File: src/rtl/proc_pkg.sv
// proc_pkg: opcodes, bus encodings, FSM states and flag positions shared by processing_unit_param
package proc_pkg;
    localparam int OP_NOP = 0;
    localparam int OP_ADD = 1;
    localparam int OP_SUB = 2;
    localparam int OP_AND = 3;
    localparam int OP_NOT = 4;
    localparam int OP_RD  = 5;
    localparam int OP_WR  = 6;
    localparam int OP_BR  = 7;
    localparam int OP_BRZ = 8;
    localparam int OP_OR  = 9;
    localparam int OP_XOR = 10;
    localparam int OP_SHL = 11;
    localparam int OP_SHR = 12;
    localparam int OP_ADC = 13;

    typedef enum logic [1:0] {
        B2_ALU  = 2'd0,
        B2_BUS1 = 2'd1,
        B2_MEM  = 2'd2,
        B2_ZERO = 2'd3
    } bus2_sel_e;

    typedef enum logic {
        ST_IDLE = 1'b0,
        ST_WAIT = 1'b1
    } rd_state_e;

    localparam int FLAG_N = 3;
    localparam int FLAG_Z = 2;
    localparam int FLAG_C = 1;
    localparam int FLAG_V = 0;
endpackage

File: src/rtl/alu_flags.sv
// alu_flags: combinational ALU (a = Y, b = Bus_1) with NZCV flag generation
module alu_flags
    import proc_pkg::*;
#(
    parameter int WORD_SIZE = 8,
    parameter int OP_SIZE   = 4
) (
    input  logic [WORD_SIZE-1:0] i_a,
    input  logic [WORD_SIZE-1:0] i_b,
    input  logic [OP_SIZE-1:0]   i_op,
    input  logic                 i_carry,
    output logic [WORD_SIZE-1:0] o_result,
    output logic [3:0]           o_flags
);
    localparam int M = WORD_SIZE - 1;

    logic [WORD_SIZE:0] w_ext;
    logic               w_v;

    // Extended result: bit WORD_SIZE is the carry/borrow/shifted-out bit
    always_comb begin
        w_ext = '0;
        w_v   = 1'b0;
        case (int'(i_op))
            OP_ADD: begin
                w_ext = {1'b0, i_a} + {1'b0, i_b};
                w_v   = (i_a[M] == i_b[M]) && (w_ext[M] != i_a[M]);
            end
            OP_ADC: begin
                w_ext = {1'b0, i_a} + {1'b0, i_b} + (WORD_SIZE+1)'(i_carry);
                w_v   = (i_a[M] == i_b[M]) && (w_ext[M] != i_a[M]);
            end
            OP_SUB: begin
                w_ext = {1'b0, i_b} - {1'b0, i_a};
                w_v   = (i_b[M] != i_a[M]) && (w_ext[M] != i_b[M]);
            end
            OP_AND:  w_ext = {1'b0, i_a & i_b};
            OP_NOT:  w_ext = {1'b0, ~i_b};
            OP_OR:   w_ext = {1'b0, i_a | i_b};
            OP_XOR:  w_ext = {1'b0, i_a ^ i_b};
            OP_SHL:  w_ext = {i_b, 1'b0};
            OP_SHR:  w_ext = {i_b[0], 1'b0, i_b[M:1]};
            default: w_ext = '0;
        endcase
    end

    assign o_result         = w_ext[M:0];
    assign o_flags[FLAG_N]  = w_ext[M];
    assign o_flags[FLAG_Z]  = ~|w_ext[M:0];
    assign o_flags[FLAG_C]  = w_ext[WORD_SIZE];
    assign o_flags[FLAG_V]  = w_v;
endmodule

File: src/rtl/processing_unit_param.sv
// processing_unit_param: register file, PC/IR/address/Y/flags and buses with a stalling memory-read handshake
module processing_unit_param
    import proc_pkg::*;
#(
    parameter int WORD_SIZE = 8,
    parameter int NUM_REGS  = 4,
    parameter int OP_SIZE   = 4,
    parameter int RSEL      = $clog2(NUM_REGS)
) (
    input  logic                 clk,
    input  logic                 rst,
    input  logic [WORD_SIZE-1:0] mem_word,
    input  logic                 mem_rd_valid,
    input  logic                 reg_wr_en,
    input  logic [RSEL-1:0]      reg_wr_sel,
    input  logic [RSEL:0]        bus1_sel,
    input  logic [1:0]           bus2_sel,
    input  logic                 load_pc,
    input  logic                 inc_pc,
    input  logic                 load_ir,
    input  logic                 load_addr,
    input  logic                 load_y,
    input  logic                 load_flags,
    output logic [WORD_SIZE-1:0] instruction,
    output logic [WORD_SIZE-1:0] address,
    output logic [WORD_SIZE-1:0] Bus_1,
    output logic [3:0]           flags,
    output logic                 mem_rd_req,
    output logic                 stall
);
    logic [WORD_SIZE-1:0] r_regs [NUM_REGS];
    logic [WORD_SIZE-1:0] r_pc;
    logic [WORD_SIZE-1:0] r_ir;
    logic [WORD_SIZE-1:0] r_addr;
    logic [WORD_SIZE-1:0] r_y;
    logic [3:0]           r_flags;
    rd_state_e            r_state;
    rd_state_e            w_next;
    logic [WORD_SIZE-1:0] w_bus2;
    logic [WORD_SIZE-1:0] w_alu;
    logic [3:0]           w_alu_flags;
    logic                 w_any;

    assign w_any = reg_wr_en | load_pc | inc_pc | load_ir | load_addr | load_y | load_flags;

    assign Bus_1 = (bus1_sel < (RSEL+1)'(NUM_REGS)) ? r_regs[bus1_sel[RSEL-1:0]] :
                   (bus1_sel == (RSEL+1)'(NUM_REGS)) ? r_pc : '0;

    assign w_bus2 = (bus2_sel == B2_ALU)  ? w_alu :
                    (bus2_sel == B2_BUS1) ? Bus_1 :
                    (bus2_sel == B2_MEM)  ? mem_word : '0;

    assign instruction = r_ir;
    assign address     = r_addr;
    assign flags       = r_flags;

    alu_flags #(
        .WORD_SIZE (WORD_SIZE),
        .OP_SIZE   (OP_SIZE)
    ) u_alu (
        .i_a      (r_y),
        .i_b      (Bus_1),
        .i_op     (r_ir[WORD_SIZE-1 -: OP_SIZE]),
        .i_carry  (r_flags[FLAG_C]),
        .o_result (w_alu),
        .o_flags  (w_alu_flags)
    );

    // Read FSM state register
    always_ff @(posedge clk) begin
        if (rst) r_state <= ST_IDLE;
        else     r_state <= w_next;
    end

    // Read FSM next state: wait while a memory-sourced load lacks valid data
    always_comb begin
        w_next = (r_state == ST_IDLE) ? (stall ? ST_WAIT : ST_IDLE) :
                 (mem_rd_valid ? ST_IDLE : ST_WAIT);
    end

    // Read FSM outputs: request while a memory-sourced load is pending, stall until data is valid
    always_comb begin
        mem_rd_req = (bus2_sel == B2_MEM) && w_any;
        stall      = mem_rd_req && !mem_rd_valid;
    end

    // Datapath state: every strobe loads Bus_2, all frozen while stalled
    always_ff @(posedge clk) begin
        if (rst) begin
            r_regs  <= '{default: '0};
            r_pc    <= '0;
            r_ir    <= '0;
            r_addr  <= '0;
            r_y     <= '0;
            r_flags <= '0;
        end else if (!stall) begin
            if (reg_wr_en)  r_regs[reg_wr_sel] <= w_bus2;
            if (load_pc)    r_pc <= w_bus2;
            else if (inc_pc) r_pc <= r_pc + WORD_SIZE'(1);
            if (load_ir)    r_ir <= w_bus2;
            if (load_addr)  r_addr <= w_bus2;
            if (load_y)     r_y <= w_bus2;
            if (load_flags) r_flags <= w_alu_flags;
        end
    end
endmodule

File: config.mk
export PLATFORM = sky130hd
export DESIGN_NAME = processing_unit_param
export DESIGN_NICKNAME = d
export VERILOG_FILES = /design/src/rtl/proc_pkg.sv /design/src/rtl/alu_flags.sv /design/src/rtl/processing_unit_param.sv
export SDC_FILE = /design/constraint.sdc
export NUM_CORES = 1
export LEC_CHECK = 0
export BUFFER_PORTS_ARGS = -buffer_cell sky130_fd_sc_hd__buf_2
export CELL_PAD_IN_SITES_DETAIL_PLACEMENT = 1
export CELL_PAD_IN_SITES_GLOBAL_PLACEMENT = 2
export CORE_MARGIN = 1.5
export CORE_UTILIZATION = 36
export DETAILED_ROUTE_END_ITERATION = 10
export GPL_ROUTABILITY_DRIVEN = 0
export HOLD_SLACK_MARGIN = 0.05
export MAX_ROUTING_LAYER = met4
export PLACE_DENSITY = 0.87
export SETUP_SLACK_MARGIN = 0.15
export SYNTH_ARGS = -nofsm -noshare
export SYNTH_HDL_FRONTEND = slang
export SYNTH_HIERARCHICAL = 1
export SYNTH_SLANG_ARGS = --single-unit
File: constraint.sdc
create_clock -name clk -period 6.2 [get_ports clk]
set_input_delay 1.24 -clock clk [delete_from_list [all_inputs] [get_ports clk]]
set_output_delay 1.24 -clock clk [all_outputs]
set_load 0.02 [all_outputs]
==> out/metrics.yaml, run 1 <==
status: "finished, final reports clean"
synth_nets: 669
first_pass_iters: 5
drt_iter0_drc: 315
netlist_area_um2: 5020
grt_pass1_wl_um: 28300
reg2reg_from: "r_pc[0]"
clockBufferDepth: 2
htreeDepth: 3
min_from: "flags[0]"
hold_viol_final: 0
setup_tns_ns: 0
die_area_um2: 14700
slew_viol_final: 0
initial_utilization_pct: 37.5
postCtsSetupBuffers: 0
cp.arrival_ns: 5.87
synthArstFlopShare_pct: 0
wl_um: 17600
grt_util_all_layers_pct: 25.7
drc: 0
ys_warn_count: 6
cts_tree: "yes"
root_buffer: "clkbuf_16"
synth_top_area_cell: "dfxtp_1"
io-pin-count: 55
dp_worst_setup_slack_ns: 0.221
startpoint_type: "primary input"
die_w_um: 121
crit_fanout: 21
syn_to_final_growth_pct: 13.4
finalClockSkew_ns: 0.00547
antenna_found_initial: 0
path_clk_slew_ns: 0.06
core_um2: 13400
fmax_mhz: 176
grt_pass1_vias: 5035
crit_start: "bus1_sel[0]"
synth-edff-count: 0
ys.flop_type: "dfxtp_1"
portBuffers: 54
die_y_um: 121
critical_path.endpoint_type: "flip-flop"
syn_area_per_cell_um2: 8.16
vias_per_cell: 6.05
numCtsBuffers: 9
rsz0062_at_grt: "false"
setup_viol: 0
vias: 4985
worstSetupPathType: "in2reg"
drive_gt1_share_pct: 17.9
setup_ws_ns: 0.510
synth_cell_types: 72
dp_hpwl_um: 13200
p_leak_nw: 2.13
powerDensity_nw_per_um2: 243
final_nets: 697
detail_route.wl_per_cell_um: 21.4
min_period_ns: 5.69
synth.top_cell.area_share_pct: 27.1
grt_start_max_net_pins: 73
fp-row-count: 42
clk_latency_ns: 0.33
period_share_pct: 91.8
worstMarginPinSlew_ns: 1.27
clock-sinks: 68
syn_inst: 615
antennaDiodeCount: 0
worst_slew_margin_rel_pct: 14.2
yosys-top-cells-area: "dfxtp_1 27%, a211oi_1 8.7%, nor2_1 7.1%"
required_ns: 6.38
synth_most_common_cell: "nor2_1"
hold_class: "reg2reg"
synth-seq-cells: 68
maxCapViolations: 0
grt_overflow: 0
synth.yosys.seq_area_share_pct: 27.1
synthTopCellsByCount: "95 x nor2_1, 68 x dfxtp_1, 58 x a211oi_1"
postRouteAntennaNets: 0
ir_drop_mv: 0.137
layout make-up:
type                    instances  area, um2
repair buffers                 66        360
flip-flops and latches         68       1360
fillers                      1627       7710
clock inverters                 5       86.3
multi-input cells             472       3330
inverters                      26       97.6
clock buffers                  11        233
well taps                     176        220
placed cells by master (no fill, tap or decap), drive strengths merged, types with 3 or more instances in the layout:
| cell type | Yosys | final |
|---|---|---|
| nand3b | 5 | 5 |
| a21oi | 20 | 20 |
| xnor2 | 12 | 12 |
| dfxtp | 68 | 68 |
| and4 | 4 | 4 |
| a31oi | 8 | 8 |
| a211o | 3 | 3 |
| or3b | 3 | 3 |
| o21ai | 20 | 20 |
| nor2 | 95 | 95 |
| o21a | 3 | 3 |
| a311oi | 3 | 3 |
| mux2i | 30 | 30 |
| nand2b | 8 | 8 |
| and2 | 4 | 4 |
| inv | 26 | 26 |
| xor2 | 5 | 5 |
| and3 | 7 | 7 |
| o221ai | 6 | 6 |
| or3 | 5 | 5 |
| nor2b | 9 | 9 |
| clkinv | 0 | 3 |
| nand3 | 12 | 12 |
| nor4 | 3 | 3 |
| o22ai | 23 | 23 |
| nand2 | 24 | 24 |
| nor3b | 4 | 4 |
| nor3 | 11 | 11 |
| or4 | 4 | 4 |
| o21bai | 4 | 4 |
| or4b | 6 | 6 |
| a22oi | 4 | 4 |
| a211oi | 66 | 66 |
| clkbuf | 27 | 11 |
| o211ai | 6 | 6 |
| buf | 22 | 66 |
| ha | 27 | 27 |
where the power goes:
part / leakage [nW] / total [mW] / internal [mW] / switching, mW
Clock: 0.154 / 0.547 / 0.354 / 0.193
Sequential: 0.557 / 0.494 / 0.464 / 0.0301
Combinational: 1.42 / 0.339 / 0.124 / 0.215
Total: 2.13 / 1.38 / 0.942 / 0.438
kinds of logic (layout without fill, tap and decap cells):
| family | count (synthesis) | in the layout | share of synthesized area, % |
|---|---|---|---|
| AO/OA/AOI/OAI | 182 | 182 | 26.8 |
| XOR/XNOR | 17 | 17 | 2.97 |
| adder cells (fa/ha/maj) | 29 | 29 | 7.53 |
| buffers and inverters | 75 | 108 | 6.53 |
| flip-flops | 68 | 68 | 27.1 |
| multiplexers | 32 | 32 | 6.43 |
| AND/OR/NAND/NOR | 212 | 212 | 22.6 |
metrics by stage:
stage          area, um2  instances  hold WS [ns]  power [mW]  util (%)
6_report            5690        824         0.460        1.38      42.5
5_1_grt             5690        824         0.486        1.44      42.5
4_1_cts             5690        824         0.461        1.38      42.4
3_5_place_dp        5370        808         0.453       0.836      40.1
3_3_place_gp        5370        808         0.444       0.824      40.1
2_1_floorplan       5020        615         0.477       0.733         -
final timing paths:
path | endpoint | slack [ns] | cells past startpoint
worst min-delay path | flags[0] | 0.46 | 2
worst max register to register | r_regs[15] | 1.70 | 15
worst min register to register | flags[0] | 0.46 | 2
worst max-delay path | r_regs[15] | 0.51 | 17
flip-flops by register name, summed over array words and instances, names as in the netlist:
register	cells
r_y	8
address	8
r_pc	8
r_regs	32
instruction	8
flags	4
per-layer routing:
layer | up-vias | wire length [um] | global-route usage [%]
li1 | 2323 | - | -
met1 | 2448 | 7900 | 33.3
met2 | 164 | 8020 | 39.3
met3 | 50 | 1040 | 5.03
met4 | 0 | 652 | 10.4
met5 | - | 0 | -
worst max-delay path, stage by stage:
cell	delay (ns)
buf_2	0.50
mux2i_1	0.23
nor2_1	0.14
a21oi_1	0.05
o22ai_1	0.45
inv_1	0.24
fa_1	0.57
xnor2_1	0.47
and3_1	0.33
and4_1	0.27
a211oi_1	0.10
a211o_1	0.39
mux2i_1	0.21
o22ai_1	0.13
a211oi_2	0.25
buf_4	0.20
a211oi_1	0.08
repair_timing:
item	4_1_cts	5_1_grt
gates resized for setup	0	1
endpoints found under the setup margin	0	3
hold buffers	0	0
hold endpoints to repair	0	0
Note: power is estimated with default switching activity, not from simulation.
==> run 2, diff against run 1 <==
--- a/config.mk
+++ b/config.mk
@@ -5,12 +5,12 @@
 export SDC_FILE = /design/constraint.sdc
 export NUM_CORES = 1
 export LEC_CHECK = 0
-export BUFFER_PORTS_ARGS = -buffer_cell sky130_fd_sc_hd__buf_2
 export CELL_PAD_IN_SITES_DETAIL_PLACEMENT = 1
 export CELL_PAD_IN_SITES_GLOBAL_PLACEMENT = 2
 export CORE_MARGIN = 1.5
-export CORE_UTILIZATION = 36
+export CORE_UTILIZATION = 39
 export DETAILED_ROUTE_END_ITERATION = 10
+export DONT_BUFFER_PORTS = 1
 export GPL_ROUTABILITY_DRIVEN = 0
 export HOLD_SLACK_MARGIN = 0.05
 export MAX_ROUTING_LAYER = met4
==> constraint.sdc (replaced) <==
create_clock -name clk -period 6.2 [get_ports clk]
set_input_delay 0.31 -clock clk [delete_from_list [all_inputs] [get_ports clk]]
set_output_delay 0.31 -clock clk [all_outputs]
set_load 0.02 [all_outputs]
==> run 2 against run 1 <==
Effect of this change:
- worst hold slack got worse by 0.38 ns
- critical path depth did not move
- core utilization rose by 0.23 points
- sequential cell count did not move
- die area fell by 7.5%
- non-clock buffer count fell by 56
- register-to-register slack got worse by 0.34 ns
==> out/metrics.yaml, run 2 (synthesis results as in run 1) <==
status: "finished, final reports clean"  # unchanged
largest_reg_flops: 32  # unchanged
grt_pass1_wl_um: 26000  # was 28300 um
startpoint_type: "flip-flop"  # was primary input
die_y_um: 116  # was 121 um
fp-row-count: 41  # was 42
grt_util_all_layers_pct: 26.4  # was 25.7%
hold_viol_final: 0  # unchanged
antennaDiodeCount: 0  # unchanged
min_from: "rst"  # was flags[0]
initial_utilization_pct: 39.9  # was 37.5%
maxCapViolations: 0  # unchanged
fmax_mhz: 206  # was 176 MHz
vias: 4619  # was 4985
clkPwrFrac_pct: 38.5  # was 39.6%
regMostFlops: "r_regs"  # unchanged
switching_power_mw: 0.399  # was 0.438 mW
setup_viol: 0  # unchanged
worstSetupPathType: "reg2reg"  # was in2reg
intPower_mw: 0.880  # was 0.942 mW
worstMarginPinSlew_ns: 1.08  # was 1.27 ns
cp.arrival_ns: 5.02  # was 5.87 ns
die_area_um2: 13600  # was 14700 um2
cp-endpoint: "r_y[7]"  # was r_regs[15]
detail_route.wl_per_cell_um: 22.1  # was 21.4 um
timing.hold.ws_ns: 0.0764  # was 0.460 ns
r2r_slack_ns: 1.36  # was 1.70 ns
mostFrequentLayoutCells: "95 x nor2_1, 68 x dfxtp_1, 58 x a211oi_1, 30 x mux2i_1, 27 x ha_1"  # was 94 x nor2_1, 68 x dfxtp_1, 58 x a211oi_1, 54 x buf_2, 30 x mux2i_1
final_common_cell: "nor2_1"  # unchanged
crit_fanout: 8  # was 21
vias_per_cell: 6.05  # about the same
die_w_um: 116  # was 121 um
root_buffer: "clkbuf_16"  # unchanged
r2r_end: "r_y[7]"  # was r_regs[15]
powerDensity_nw_per_um2: 238  # was 243 nW/um2
combPwrFrac_pct: 22.0  # was 24.6%
ff2ff_path_depth: 17  # was 15
critical_path.endpoint_type: "flip-flop"  # unchanged
period_share_pct: 78.1  # was 91.8%
clock-sinks: 68  # unchanged
required_ns: 6.38  # about the same
drt_iter0_drc: 442  # was 315
cts_tree: "yes"  # unchanged
regArea_um2: 1360  # unchanged
multiInputGateArea_um2: 3330  # about the same
reg2reg_from: "r_regs[24]"  # was r_pc[0]
core_um2: 12600  # was 13400 um2
clk_latency_ns: 0.34  # was 0.33 ns
p_leak_nw: 1.86  # was 2.13 nW
numCtsBuffers: 9  # unchanged
syn_to_final_growth_pct: 6.93  # was 13.4%
portBuffers: 0  # was 54
ir_drop_mv: 0.139  # was 0.137 mV
final_nets: 641  # was 697
postRouteAntennaNets: 0  # unchanged
rsz0062_at_grt: "false"  # unchanged
dp_hpwl_um: 12300  # was 13200 um
fillers: 1500  # was 1627
crit_start: "r_regs[24]"  # was bus1_sel[0]
antenna_found_initial: 0  # unchanged
setup_tns_ns: 0  # unchanged
cts-resized-gates: 0  # unchanged
htreeDepth: 3  # unchanged
clockBufferDepth: 2  # unchanged
min_period_ns: 4.84  # was 5.69 ns
drive_gt1_share_pct: 9.64  # was 17.9%
hold_class: "in2reg"  # was reg2reg
first_pass_iters: 4  # was 5
seqPwrFrac_pct: 39.5  # was 35.8%
worst_slew_margin_rel_pct: 28.1  # was 14.2%
grt_start_max_net_pins: 69  # was 73
grt_pass1_vias: 4659  # was 5035
drc: 0  # unchanged
io-pin-count: 55  # unchanged
slew_viol_final: 0  # unchanged
grt_overflow: 0  # unchanged
finalClockSkew_ns: 0.00671  # was 0.00547 ns
wl_um: 16900  # was 17600 um
swShare_pct: 31.2  # was 31.7%
path_clk_slew_ns: 0.05  # was 0.06 ns
run 2: critical path: stages (launching register included):
cell and delay [ns]:
dfxtp_1 0.36, mux2i_1 0.10, nor2_1 0.10, a31oi_1 0.05
o22ai_1 0.72, ha_1 0.35, inv_1 0.09, fa_1 0.44
nor2b_4 0.18, o31ai_4 0.07, xnor2_1 0.40, and4_1 0.33
a211oi_1 0.09, a211o_1 0.36, mux2i_1 0.15, o22ai_1 0.11
a211oi_2 0.58, a211oi_1 0.20
run 2: routing by layer:
layer / global-route usage [%] / up-vias / routed length [um]
met4: 9.51 / 0 / 423
met3: 4.83 / 28 / 1030
met5: - / - / 0
li1: - / 2220 / -
met2: 43.4 / 121 / 8200
met1: 32.3 / 2250 / 7220
run 2: metrics by stage:
step	util (%)	area, um2	total power, mW	cells	setup WS, ns
final	42.7	5370	1.28	763	1.36
after global routing	42.7	5370	1.34	763	0.923
after CTS	42.7	5370	1.29	763	1.31
after detailed placement	40.3	5060	0.791	746	1.35
after global placement	40.3	5060	0.782	746	1.48
after floorplan	-	5020	0.733	615	1.92
run 2: what timing repair did:
| item | 4_1_cts | 5_1_grt |
|---|---|---|
| hold buffers | 2 | 0 |
| setup buffers | 0 | 0 |
| hold endpoints to repair | 4 | 0 |
run 2: worst min-delay path by stage:
stage | endpoint | slack, ns | cells past startpoint
5_1_grt | r_regs[20] | 0.06 | 1
2_1_floorplan | flags[2] | 0.47 | 2
3_5_place_dp | r_y[2] | 0.40 | 1
4_1_cts | r_regs[20] | 0.05 | 1
6_report | r_regs[20] | 0.08 | 1
3_3_place_gp | r_pc[5] | 0.39 | 1
run 2: cell type report:
class	count	area share, %
clock inverter	5	1.00
inverter	26	1.82
tap	172	4.01
sequential	68	25.4
timing repair buffer	10	1.49
multi-input combinational	472	62.0
clock buffer	10	4.27
run 2: power by group through the flow:
stage                     Clock (mW)  Sequential [mW]  Combinational (mW)
after global routing           0.523            0.508               0.310
after floorplan                    0            0.501               0.233
final                          0.492            0.505               0.281
after global placement             0            0.513               0.269
after detailed placement           0            0.514               0.277
after CTS                      0.501            0.505               0.282
==> run 3, diff against run 2 <==
--- a/config.mk
+++ b/config.mk
@@ -8,13 +8,13 @@
 export CELL_PAD_IN_SITES_DETAIL_PLACEMENT = 1
 export CELL_PAD_IN_SITES_GLOBAL_PLACEMENT = 2
 export CORE_MARGIN = 1.5
-export CORE_UTILIZATION = 39
+export CORE_UTILIZATION = 35
 export DETAILED_ROUTE_END_ITERATION = 10
 export DONT_BUFFER_PORTS = 1
 export GPL_ROUTABILITY_DRIVEN = 0
 export HOLD_SLACK_MARGIN = 0.05
 export MAX_ROUTING_LAYER = met4
-export PLACE_DENSITY = 0.87
+export PLACE_DENSITY = 0.83
 export SETUP_SLACK_MARGIN = 0.15
 export SYNTH_ARGS = -nofsm -noshare
 export SYNTH_HDL_FRONTEND = slang
==> constraint.sdc (replaced) <==
create_clock -name clk -period 4 [get_ports clk]
set_input_delay 0.2 -clock clk [delete_from_list [all_inputs] [get_ports clk]]
set_output_delay 0.2 -clock clk [all_outputs]
set_load 0.02 [all_outputs]
==> run 3 against run 2 <==
Effect of this change:
- the run now ends with hold timing left
- global-route usage down 0.96 points
- critical path depth up 1
- clock power up 64%
- combinational power up 100%
- clock skew up 0.0024 ns
- critical path type unchanged
- largest power group is now the clock network
==> out/metrics.yaml, run 3 (synthesis results as in run 1) <==
largest_reg_flops: 32  # unchanged
worstMarginPinSlew_ns: 1.21  # was 1.08 ns
cpMaxStageDelayCell: "or4b_4"  # was o22ai_1
drive_gt1_share_pct: 24.9  # was 9.64%
detail_route.wl_per_cell_um: 22.5  # was 22.1 um
powerDensity_nw_per_um2: 355  # was 238 nW/um2
grt_pass1_vias: 5038  # was 4659
ir_drop_mv: 0.253  # was 0.139 mV
setup_viol: 0  # unchanged
cp_cell_sequence: "mux2i_2 -> nor2_1 -> a31oi_1 -> o22ai_2 -> ha_2 -> inv_2 -> fa_2 -> inv_2 -> ha_4 -> nand2_1 -> o21ai_1 -> a32oi_1 -> o221ai_2 -> nor4_1 -> or4b_4 -> nor4_4 -> nand3_1 -> a21oi_1"  # was mux2i_1 -> nor2_1 -> a31oi_1 -> o22ai_1 -> ha_1 -> inv_1 -> fa_1 -> nor2b_4 -> o31ai_4 -> xnor2_1 -> and4_1 -> a211oi_1 -> a211o_1 -> mux2i_1 -> o22ai_1 -> a211oi_2 -> a211oi_1
antenna_found_initial: 0  # unchanged
clk_latency_ns: 0.35  # was 0.34 ns
grt_overflow: 0  # unchanged
die_area_um2: 15100  # was 13600 um2
drc: 0  # unchanged
crit_fanout: 2  # was 8
maxCapViolations: 0  # unchanged
place_area_um2: 5350  # was 5060 um2
min_from: "rst"  # unchanged
crit_buf_inv: 2  # was 1
p_leak_nw: 2.12  # was 1.86 nW
final_common_cell: "nor2_1"  # unchanged
core_um2: 13900  # was 12600 um2
io-pin-count: 55  # unchanged
path_common_cell: "inv_2"
clock-sinks: 68  # unchanged
die_y_um: 123  # was 116 um
grt_pass1_wl_um: 28200  # was 26000 um
dp.cells: 782  # was 746
slew_viol_final: 0  # unchanged
required_ns: 4.28  # was 6.38 ns
vias_per_cell: 6.06  # was 6.05
hold_class: "in2reg"  # unchanged
ctsHoldBuffers: 6  # was 2
ff2ff_path_depth: 18  # was 17
design_area_um2: 6050  # was 5370 um2
cp_slowest_stage_delay_ns: 0.52  # was 0.72 ns
first_pass_iters: 5  # was 4
grt_util_all_layers_pct: 25.4  # was 26.4%
htreeDepth: 3  # unchanged
syn_to_final_growth_pct: 20.6  # was 6.93%
fp-row-count: 43  # was 41
worstSetupPathType: "reg2reg"  # unchanged
timing.hold.ws_ns: -0.0790  # was 0.0764 ns
hold_viol_final: 44  # was 0
path_clk_slew_ns: 0.06  # was 0.05 ns
cp.arrival_ns: 4.11  # was 5.02 ns
mostFrequentLayoutCells: "93 x nor2_1, 65 x dfxtp_1, 51 x a211oi_1, 45 x buf_4, 27 x mux2i_1"  # was 95 x nor2_1, 68 x dfxtp_1, 58 x a211oi_1, 30 x mux2i_1, 27 x ha_1
drt_iter0_drc: 287  # was 442
status: "finished with violations"  # was finished, final reports clean
r2r_end: "flags[2]"  # was r_y[7]
crit_family: "simple AND/OR/NAND/NOR gates"  # was compound AO/OA/AOI/OAI gates
critical_path.endpoint_type: "flip-flop"  # unchanged
utilization_pct: 43.4  # was 42.7%
reg2reg_from: "r_regs[16]"  # was r_regs[24]
rsz0062_at_grt: "true"  # was false
regMostFlops: "r_regs"  # unchanged
hold_end: "r_pc[5]"  # was r_regs[20]
final_nets: 683  # was 641
cts_tree: "yes"  # unchanged
r2r_slack_ns: 0.17  # was 1.36 ns
grt_start_max_net_pins: 73  # was 69
dp_hpwl_um: 13500  # was 12300 um
die_w_um: 123  # was 116 um
multiInputGateArea_um2: 3640  # was 3330 um2
min_period_ns: 3.83  # was 4.84 ns
hold_depth: 1  # unchanged
startpoint_type: "flip-flop"  # unchanged
finalClockSkew_ns: 0.00915  # was 0.00671 ns
worst_slew_margin_rel_pct: 18.2  # was 28.1%
regArea_um2: 1370  # was 1360 um2
wl_um: 18300  # was 16900 um
portBuffers: 0  # unchanged
period_share_pct: 95.7  # was 78.1%
postRouteAntennaNets: 0  # unchanged
vias: 4936  # was 4619
root_buffer: "clkbuf_16"  # unchanged
initial_utilization_pct: 36.0  # was 39.9%
violations: "hold timing"
antennaDiodeCount: 0  # unchanged
fillers: 1605  # was 1500
clockBufferDepth: 2  # unchanged
power_mw: 2.15  # was 1.28 mW
numCtsBuffers: 9  # unchanged
instances_no_fill: 814  # was 763
fmax_mhz: 261  # was 206 MHz
## run 3: cell count changes in the layout (fill, tap and decap cells not counted), moves of 7 or more
cell	before	now
ha_1	27	16
o22ai_1	23	15
buf_4	8	45
o22ai_2	0	8
a211oi_1	58	51
## run 3: cell type report
| class | instances | share of cell area [%] |
|---|---|---|
| Timing Repair Buffer | 52 | 6.99 |
| Inverter | 26 | 1.61 |
| Sequential cell | 68 | 22.6 |
| Clock inverter | 7 | 1.24 |
| Tap cell | 180 | 3.72 |
| Clock buffer | 9 | 3.72 |
| Multi-Input combinational cell | 472 | 60.2 |
## run 3: worst max-delay path by stage
| stage | start | to | cells past startpoint |
|---|---|---|---|
| floorplan | bus1_sel[2] | instruction[7] | 17 |
| detailed placement | r_regs[16] | flags[2] | 18 |
| CTS | r_regs[16] | flags[2] | 18 |
| finish | r_regs[16] | flags[2] | 18 |
| global route | r_regs[16] | flags[2] | 18 |
| global placement | r_regs[16] | flags[2] | 18 |
## run 3: where the power goes
group | switching (mW) | total [mW] | internal [mW]
logic | 0.316 | 0.561 | 0.245
registers | 0.0600 | 0.780 | 0.720
clock network | 0.321 | 0.806 | 0.485
## run 3: per-stage QoR
step | setup slack, ns | hold slack, ns | setup TNS (ns)
4_1_cts | 0.108 | -0.0810 | 0
6_report | 0.171 | -0.0790 | 0
5_1_grt | -0.0196 | -0.0849 | -0.0342
3_3_place_gp | 0.0679 | 0.277 | 0
3_5_place_dp | 0.00621 | 0.278 | 0
2_1_floorplan | 0.175 | 0.360 | 0
## run 3: timing repair
item                       in CTS  in global routing
setup endpoints to repair      16                 37
hold endpoints to repair       63                 61
setup buffers                   5                  9
pin swaps                      11                 32
gates resized for setup        16                 46
## run 3: layer usage
metal	part of all wire (%)	routed length, um	global-route usage (%)	vias up
met5	0	0	-	-
met4	3.5	635	11.2	0
met1	42	7770	30.4	2457
li1	-	-	-	2301
met3	5.5	1000	5.39	44
met2	49	8910	41.1	134
